`config.mk`:
```
export PLATFORM = sky130hd
export DESIGN_NAME = mult_seq_core
export DESIGN_NICKNAME = d
export VERILOG_FILES = /design/src/rtl/mult_seq_core.sv
export SDC_FILE = /design/constraint.sdc
export NUM_CORES = 1
export LEC_CHECK = 0
export BUFFER_PORTS_ARGS = -buffer_cell sky130_fd_sc_hd__clkbuf_2
export CAP_MARGIN = 15
export CORE_AREA = 2 2 55 95
export CTS_CLUSTER_DIAMETER = 100
export DETAILED_ROUTE_END_ITERATION = 16
export DIE_AREA = 0 0 57 97
export PLACE_DENSITY = 0.82
export SYNTH_ARGS = -nofsm -noshare
export SYNTH_HDL_FRONTEND = slang
export SYNTH_SLANG_ARGS = --single-unit
```
`constraint.sdc`:
```
create_clock -name clk -period 10.7 [get_ports clk]
set_input_delay 2.14 -clock clk [delete_from_list [all_inputs] [get_ports clk]]
set_output_delay 2.14 -clock clk [all_outputs]
set_load 0.02 [all_outputs]
```
`src/rtl/mult_seq_core.sv`:
```
// Sequential unsigned DW x DW multiplier: four half-width partial products over four cycles,
// driving a downstream output register. Optional MULT_SEQ_ERR_EN adds a sticky start-while-busy err.
module mult_seq_core #(
    parameter int unsigned DW = 8
) (
    input  logic            clk,
    input  logic            sclr,
    input  logic            start,
    input  logic [DW-1:0]   a,
    input  logic [DW-1:0]   b,
    output logic [2*DW-1:0] product_out,
    output logic            busy,
    output logic            done,
    output logic            reg_clk_ena,
    output logic            reg_sclr_n
`ifdef MULT_SEQ_ERR_EN
    ,
    output logic            err
`endif
);

    localparam int unsigned HW  = DW / 2;
    localparam int unsigned PPW = 2 * HW;
    localparam int unsigned PW  = 2 * DW;

    typedef enum logic [2:0] {
        IDLE  = 3'd0,
        LSB   = 3'd1,
        MID_A = 3'd2,
        MID_B = 3'd3,
        MSB   = 3'd4,
        DONE  = 3'd5
    } state_t;

    state_t          state, state_next;
    logic [DW-1:0]   a_q, b_q, a_next, b_next;
    logic [PW-1:0]   acc, acc_next;
    logic [HW-1:0]   op_a, op_b;
    logic [PPW-1:0]  pp;
    logic [PW-1:0]   pp_shifted;

    // One shared half-width multiplier; operand halves and shift are selected by state
    always_comb begin
        op_a       = a_q[HW-1:0];
        op_b       = b_q[HW-1:0];
        if (state == MID_A || state == MSB) op_a = a_q[DW-1:HW];
        if (state == MID_B || state == MSB) op_b = b_q[DW-1:HW];
        pp         = PPW'(op_a) * PPW'(op_b);
        pp_shifted = PW'(pp);
        case (state)
            MID_A, MID_B: pp_shifted = PW'(pp) << HW;
            MSB:          pp_shifted = PW'(pp) << DW;
            default:      pp_shifted = PW'(pp);
        endcase
    end

    always_comb begin
        state_next = state;
        acc_next   = acc;
        a_next     = a_q;
        b_next     = b_q;
        case (state)
            IDLE: begin
                if (start) begin
                    a_next     = a;
                    b_next     = b;
                    acc_next   = '0;
                    state_next = LSB;
                end
            end
            LSB: begin
                acc_next   = pp_shifted;
                state_next = MID_A;
            end
            MID_A: begin
                acc_next   = acc + pp_shifted;
                state_next = MID_B;
            end
            MID_B: begin
                acc_next   = acc + pp_shifted;
                state_next = MSB;
            end
            MSB: begin
                acc_next   = acc + pp_shifted;
                state_next = DONE;
            end
            DONE:    state_next = IDLE;
            default: state_next = IDLE;
        endcase
    end

    // busy/done are registered copies of the next state so they track state without decode glitches
    always_ff @(posedge clk) begin
        if (sclr) begin
            state <= IDLE;
            acc   <= '0;
            a_q   <= '0;
            b_q   <= '0;
            busy  <= 1'b0;
            done  <= 1'b0;
        end else begin
            state <= state_next;
            acc   <= acc_next;
            a_q   <= a_next;
            b_q   <= b_next;
            busy  <= (state_next != IDLE);
            done  <= (state_next == DONE);
        end
    end

`ifdef MULT_SEQ_ERR_EN
    always_ff @(posedge clk) begin
        if (sclr) begin
            err <= 1'b0;
        end else if (start && busy) begin
            err <= 1'b1;
        end
    end
`endif

    // Downstream register loads the final product once, or clears alongside our reset
    assign product_out = acc;
    assign reg_clk_ena = sclr | done;
    assign reg_sclr_n  = ~sclr;

endmodule
```
==> summary.md <==
| Metric | Value |
|---|---|
| ANT nets after route | 0 |
| EDFF count, synth | 0 |
| RePlAce Congestion | 1.015 |
| CTS tree | built |
| Placed Cells incl. Taps | between 400 and 500 |
| Postcts setup bufs | 0 |
| HPWL after detailed placement | 5424 µm |
| Post-route clock period utilization | 0.5773 |
| Synth area leaders | dfxtp_1, ha_1, a21oi_1 |
| Crit Path Max Fanout | 14 |
| Post-Route WL | 6784 µm |
| Slew @ Worst Pin | 0.8218 ns |
| Setup CP Type | reg -> reg |
| Final setup violation count | 0 |
| Largest net degree at the start of global routing | 32 |
| Initial antenna violation count | 0 |
| GRT Residual Overflow | 0 |
| DIE AREA | 0.005529 mm² |
| RSZ-0062 raised after global routing | false |
| Period minus WS final | about 6.2 ns |
| Total CTS buffers | 5 |
| Diode count | 0 |
| Setup Skew | ~0.0076 ns |
| Seq cells post-synth | 37 |
| Most frequent cells in the layout | nand2_1, a21oi_1, clkbuf_2 |
| WHS | 0.4570 ns |
| Worst slew margin | 0.4522 |
| Final Hold Viols | 0 |
| Max Fclk | 161.9 MHz |
| Commonest non-fill, non-tap cell in the layout | nand2_1 |
| Die width | between 50 and 60 µm |
| Hold-fix buffers, CTS | 0 |
| Top FF cell, synth | dfxtp_1 |
| 1st-iter DRT viols | 196 |
| Vias per cell | 6.039 |
| Clock transition at path regs | ~0.08 ns |
| Post-synthesis cell type count | 45 |
| Core ar. | ~0.0047 mm² |
| LEAKAGE | 0.001441 µW |
| Die Ht | 97 µm |
| First-pass GRT wire length | 10970 µm |
| Async SR Flop Fraction | 0 |
| DR DRC count | 0 |
| CTS max path bufs | 2 |
| Max Cap Viol | 0 |
| Initial core utilization | 0.5861 |
| Resized cells post-CTS | 0 |
| Startpoint class of the critical path | flop |
| P&R area growth vs syn | 11.34% |
| YS warnings | 0 |
| Total Nets Final | 431 |
| Yosys top cell area share | 0.2685 |
| Final max-slew violation count | 0 |
| Peak supply drop | 0.0001241 V |
| Hold depth | 2 |
| Row count | 33 |
| Total global routing track utilization | 0.2503 |
| Hold Path Class | reg -> reg |
| Fin cells | 433 |
| FF-to-FF setup slack | approximately 4.5 ns |
| Clock Latency Late Sink | roughly 0.30 ns |
| Type of element capturing the critical path | flop |
| Mapped Area | 0.002759 mm² |
| Fin util | 0.6526 |
| Power Density | ~100 mW/mm² |
| Worst R2R Path Depth | 20 |
| Via count | 2615 |
| Fraction of layout cells with a size suffix above 1 | 0.1522 |
| Routed WL per cell | 15.67 µm |
| Mean post-synth cell area | 7.951 µm² |
| DR pass1 iterations | 8 |
| Setup_tns | 0 ns |
| Number of global-route vias before repair | 2538 |
| Arr. time, crit path | 6.41 ns |
| CTS Sinks | 37 |
| H-tree Lvls | 2 |
| Buffers on Ports | 38 |
| Root Buffer | clkbuf_8 |
| Cells after Synth | 347 |
| CP required | 10.93 ns |
| Seq/Total Area, Yosys | 0.2685 |
| Status | finished, final reports clean |
| Syn Nets | slightly below 400 |
| Largest area contributor in the netlist | dfxtp_1 |
| IO Count | 39 |
[flip-flops by register name, indices dropped and copies added (netlist names)]
name and count:
busy 1, state 3, product_out 16, b_q 8, done 1, a_q 8
[metal layers]
| metal | wire [µm] | global-route usage |
|---|---|---|
| met3 | 320 | 0.04144 |
| met1 | 2494 | 0.2452 |
| met2 | 3586 | 0.4668 |
| met4 | 382 | 0.1467 |
| met5 | 0 | 0 |
[worst paths after layout]
check | to | from
setup reg to reg | product_out[15] | state[1]
hold reg to reg | a_q[1] | a_q[1]
setup / recovery | product_out[15] | state[1]
hold / removal | a_q[1] | a_q[1]
[power breakdown]
part / total (µW) / internal (µW) / switching (µW) / leakage, µW
Clock: 104 / 47.0 / 57.4 / 0.0000447
Sequential: 152 / 145 / 6.80 / 0.000301
Combinational: 61.9 / 21.7 / 40.1 / 0.00110
[cells in the mapped netlist (2+ instances only)]
library cell  count
o21ai_0          15
a22o_1            3
o21bai_1          3
fa_1              5
o31ai_1           2
and3_1            3
nand3_1           6
nor2_1           27
clkbuf_1         12
nand2b_1          3
or2_2             7
mux2i_1           9
or4_1             3
a21oi_1          39
or3_1             2
nor3_1            5
nand2_1          50
a22oi_1           2
a211oi_1          5
or4b_2            2
o211ai_1          7
o21a_1            3
ha_1             27
nand4_1           2
a32o_1            2
a222oi_1          4
xor2_1            7
inv_1            14
and2_1            3
nor3b_1           3
dfxtp_1          37
xnor2_1           6
or3b_1            2
nor2b_1           4
a21o_1           11
o22ai_1           3
[worst max-delay path, cell delays in order, from the launching register on]
cell	delay [ns]
dfxtp_1	0.58
nand2b_1	0.24
a21oi_1	0.48
mux2i_1	0.26
or2_2	0.34
fa_1	0.53
inv_1	0.06
fa_1	0.49
ha_1	0.33
a211oi_1	0.39
o21bai_1	0.13
a21oi_1	0.19
xor2_1	0.24
o22ai_1	0.11
ha_1	0.27
a211oi_1	0.25
o211ai_1	0.21
o211ai_1	0.24
a21boi_0	0.16
or4b_1	0.52
o211ai_1	0.09
[stage by stage]
stage | cell area [µm²] | total power (µW) | worst slack (ns)
after floorplan | 2759 | 198.8 | 5.168
after global placement | 2978 | 214.4 | 4.779
after detailed placement | 2978 | 216.1 | 4.623
after CTS | 3072 | 318.9 | 4.582
after global routing | 3072 | 331.2 | 4.130
final | 3072 | 318.0 | 4.523
[final cells by class]
class	instances	area, µm²
clock inverter	3	25.02
inverter	14	52.55
clock buffer	5	68.82
fill	421	1635
timing repair buffer	39	197.7
multi-input combinational	283	1922
sequential	37	740.7
tap	52	65.06
[logic make-up (layout without fill, tap and decap cells)]
kind of cell               count (synthesis)  count (layout)  share of synthesized area
AOI/OAI and AO/OA                        102             102                     0.2349
xor gates and xnor gates                  13              13                    0.04127
adders and majority gates                 32              32                     0.1587
buffers and inverters                     27              61                    0.03719
DFF                                       37              37                     0.2685
muxes                                      9               9                    0.03265
and+or+nand+nor                          127             127                     0.2268
Power figures use the tool's default switching activity.
